**src/rtl/fifo_sync_n.sv**
```systemverilog
// Single-clock show-ahead FIFO with power-of-two depth, fill level, programmable
// almost-full/almost-empty thresholds and sticky overflow/underflow flags.
module fifo_sync_n #(
   parameter int unsigned WIDTH        = 16,
   parameter int unsigned DEPTH_LOG2   = 3,
   parameter int unsigned AFULL_LEVEL  = 6,
   parameter int unsigned AEMPTY_LEVEL = 2
) (
   input  logic                  clk,
   input  logic                  reset_p,
   input  logic [WIDTH-1:0]      data_i,
   input  logic                  data_we,
   output logic [WIDTH-1:0]      data_o,
   input  logic                  data_rd,
   output logic                  full,
   output logic                  empty,
   output logic                  afull,
   output logic                  aempty,
   output logic [DEPTH_LOG2:0]   level,
   output logic                  overflow,
   output logic                  underflow,
   input  logic                  err_clr
);

   localparam int unsigned DEPTH = 1 << DEPTH_LOG2;
   localparam logic [DEPTH_LOG2:0] AFULL_THR  = (DEPTH_LOG2+1)'(AFULL_LEVEL);
   localparam logic [DEPTH_LOG2:0] AEMPTY_THR = (DEPTH_LOG2+1)'(AEMPTY_LEVEL);

   logic [WIDTH-1:0]      mem [DEPTH];
   logic [DEPTH_LOG2:0]   wr_ptr;
   logic [DEPTH_LOG2:0]   rd_ptr;
   logic                  wr_en;
   logic                  rd_en;

   // Extra pointer MSB distinguishes full from empty when addresses coincide.
   always_comb begin
      full   = (wr_ptr[DEPTH_LOG2] != rd_ptr[DEPTH_LOG2]) &&
               (wr_ptr[DEPTH_LOG2-1:0] == rd_ptr[DEPTH_LOG2-1:0]);
      empty  = (wr_ptr == rd_ptr);
      level  = wr_ptr - rd_ptr;
      afull  = (level >= AFULL_THR);
      aempty = (level <= AEMPTY_THR);
      wr_en  = data_we & ~full;
      rd_en  = data_rd & ~empty;
      data_o = mem[rd_ptr[DEPTH_LOG2-1:0]];
   end

   always_ff @(posedge clk) begin
      if (wr_en && !reset_p) begin
         mem[wr_ptr[DEPTH_LOG2-1:0]] <= data_i;
      end
   end

   always_ff @(posedge clk) begin
      if (reset_p) begin
         wr_ptr <= '0;
         rd_ptr <= '0;
      end else begin
         if (wr_en) begin
            wr_ptr <= wr_ptr + 1'b1;
         end
         if (rd_en) begin
            rd_ptr <= rd_ptr + 1'b1;
         end
      end
   end

   // A new error event takes priority over a coincident clear.
   always_ff @(posedge clk) begin
      if (reset_p) begin
         overflow  <= 1'b0;
         underflow <= 1'b0;
      end else begin
         if (data_we && full) begin
            overflow <= 1'b1;
         end else if (err_clr) begin
            overflow <= 1'b0;
         end
         if (data_rd && empty) begin
            underflow <= 1'b1;
         end else if (err_clr) begin
            underflow <= 1'b0;
         end
      end
   end

endmodule

```
**config.mk**
```make
export PLATFORM = sky130hd
export DESIGN_NAME = fifo_sync_n
export DESIGN_NICKNAME = d
export VERILOG_FILES = /design/src/rtl/fifo_sync_n.sv
export SDC_FILE = /design/constraint.sdc
export NUM_CORES = 1
export LEC_CHECK = 0
export CAP_MARGIN = 20
export CORE_MARGIN = 2
export CORE_UTILIZATION = 54
export CTS_BUF_LIST = sky130_fd_sc_hd__clkbuf_8
export CTS_CLUSTER_SIZE = 40
export DETAILED_ROUTE_END_ITERATION = 12
export PLACE_DENSITY = 0.81
export SYNTH_ARGS = -nofsm -noshare
export SYNTH_HDL_FRONTEND = slang
export SYNTH_SLANG_ARGS = --single-unit
```
**constraint.sdc**
```tcl
create_clock -name clk -period 2.6 [get_ports clk]
set_input_delay 0.52 -clock clk [delete_from_list [all_inputs] [get_ports clk]]
set_output_delay 0.52 -clock clk [all_outputs]
set_load 0.05 [all_outputs]
```
==> impl_metrics.yaml <==
outcome:
  status: "finished, final reports clean"
power_and_ir_drop:
  vdd_drop_max_mv: 0.588
  finalPower_w: 0.00585
  power.density_mw_per_mm2: 824
  leakage_nw: 2.44
critical_path:
  path_max_fanout: 16
  worst_r2r_path_depth: 6
  critPathLaunchType: "flip-flop"
  path_class: "flip-flop to output pin"
  crit_required_ps: 2080
  cp-end-kind: "output pin"
  reg2reg_slack_ps: 400
  worst_r2r_endpoint: "mem[0][8]$_DFFE_PP_"
  reg2reg_from: "wr_ptr[1]$_SDFFE_PP0P_"
  arrival_ps: 2070
routing:
  drt-pass1-iter-count: 5
  via_per_inst: 5.75
  drt.antenna.violating_nets: 0
  vias: 2916
  wl_per_cell_um: 21.5
  drt_iter0_markers: 203
  route.detailed.drc: 0
  wl_um: 10900
final_layout:
  drive_gt1_share_pct: 36.9
  final_cell_mix: "edfxtp_1, buf_4, clkdlybuf4s50_1"
  antenna-diode-count: 0
  final_common_cell: "edfxtp_1"
  final.fill_count: 654
  stdcell_count: 507
  multi_input_area_mm2: 0.00150
  final_area_mm2: 0.00709
  fin_nets: 387
  layout.area.seq_mm2: 0.00412
  areaGrowthSynthToFinish_pct: 24.6
sta:
  tightest_slew_ps: 501
  timing.fmax_mhz: 386
  slew_viol_final: 0
  skew_ps: 14.7
  fin_crit_sh_pct: 99.6
  hold_viol: 0
  relSlewSlack_pct: 66.5
  setup_violations: 0
  period_minus_slack_ps: 2590
  setup_tns_ps: 0
  grt_setup_unrepaired: "true"
worst_hold_path:
  min-delay-start: "underflow$_SDFFE_PP0P_"
  min_to: "underflow$_SDFFE_PP0P_"
  whs_path_depth: 2
  hold_path_class: "flip-flop to flip-flop"
synth:
  yosysWarnings: 0
  synth_area_leaders: "edfxtp_1, mux4_1, dfxtp_1, mux2_2, mux4_2"
  synth.largest_area_cell: "edfxtp_1"
  synth_seq_cells: 141
  ys_types: 31
  netlist_area_mm2: 0.00569
  synthCells: 280
  netlist.area_leader.share_pct: 67.5
  synth.avg_cell_area_um2: 20.3
  seq_area_frac_synth_pct: 72.1
  synth_fp_nets: 307
floorplan:
  rows: 37
  die_w_um: 107
  pin_count: 47
  coreArea_mm2: 0.0103
  start_util_pct: 55.4
  die-area_mm2: 0.0114
  die_height_um: 107
clock_tree:
  cts.sinks: 141
  cts_buffer_depth: 2
  cts.clk_slew.worst_paths_ps: 70
  clock_latency_ps: 430
  cts-root-buf: "clkbuf_8"
  htreeDepth: 4
  numCtsBuffers: 17
  tritoncts: "built"
placement:
  place_area_mm2: 0.00645
  place.port_buffers: 46
  gp_congestion: 0.796
  dp_hpwl_um: 6010
  placed_cells: 469
global_route:
  grt.total_usage_pct: 20.1
  grt_overflow_total: 0
  grt_pass1_vias: 2980
  antenna_found_initial: 0
  grt_pass1_wl_um: 16300
  grt_max_degree: 33
job:
  max_cap_viol_count: 0
worst max path at each step:
stage / start / endpoint / slack [ps] / cells past startpoint
6_report: flip-flop / data_o[4] / 10 / 4
5_1_grt: flip-flop / data_o[7] / -70 / 4
4_1_cts: flip-flop / data_o[5] / -40 / 4
3_5_place_dp: wr_ptr[0]$_SDFFE_PP0P_ / aempty / 340 / 7
3_3_place_gp: wr_ptr[1]$_SDFFE_PP0P_ / aempty / 390 / 6
2_1_floorplan: wr_ptr[0]$_SDFFE_PP0P_ / afull / 100 / 6
state kept, by name, indices dropped and copies added (netlist names), named ones only:
register   flops
overflow       1
mem          128
wr_ptr         4
rd_ptr         4
underflow      1
where the power goes:
group | switching [W] | leakage (nW) | internal, W
combinational | 0.000633 | 0.924 | 0.000529
clock | 0.000806 | 0.247 | 0.00134
sequential | 0.0000299 | 1.27 | 0.00251
critical path, stage by stage, from the launching register on:
cell     delay [ps]
dfxtp_4         410
buf_16          190
mux4_1          570
mux2_2          280
buf_4           190
metal layers:
layer  wire, um  part of all wire [%]  track usage, %
met3        791                   7.2            6.08
met1       4160                    38            24.7
met5          0                     0               0
met2       5890                    54            34.4
met4         89                  0.81            6.03
cell families (layout without fill, tap and decap cells):
group           after synthesis  count (layout)  synth area share (%)
simple gates                 36              36                  2.90
flops                       141             141                  72.1
xor+xnor                      3               3                 0.462
fa+ha+maj                     6               6                  1.45
buf+inv                      20             111                  1.87
compound gates               20              20                  2.37
mux                          54              54                  18.9
Yosys cell counts:
master     instances
edfxtp_1         128
mux4_1            28
mux2_2            22
nor2_1            17
dfxtp_1           13
inv_1              8
a21oi_1            7
nand2_1            6
buf_1              5
ha_1               5
buf_6              4
mux4_2             4
nor2b_1            4
o2111ai_1          4
a32oi_1            2
and3_1             2
clkbuf_1           2
nand4_1            2
nor3_1             2
o21ai_0            2
o31ai_1            2
xnor2_1            2
a21boi_0           1
a21boi_1           1
clkbuf_2           1
fa_1               1
nand2b_1           1
nand3_1            1
nand3b_1           1
o21a_1             1
xor2_1             1
cell type report:
cell class / instances / area share [%]
Clock buffer: 17 / 3.30
Clock inverter: 13 / 3.70
Inverter: 8 / 0.459
Multi-Input combinational cell: 119 / 21.2
Sequential cell: 141 / 58.0
Tap cell: 136 / 2.40
Timing Repair Buffer: 73 / 10.9
repair_timing:
action | CTS | global route
hold buffers | 0 | 0
buffers inserted | 1 | 5
endpoints found under the setup margin | 19 | 20
gates resized for setup | 9 | 35
pin swaps | 1 | 2
hold endpoints to repair | 0 | 0
cloned | 1 | 1
per-stage QoR:
stage               hold slack (ps)  util, %  setup WS (ps)
floorplan                       478        -            101
global placement                469     62.8            385
detailed placement              477     62.8            339
CTS                             499     68.1          -36.7
global route                    534     69.0          -66.7
finish                          488     69.0           11.4
Note: power is estimated with default switching activity, not from simulation.
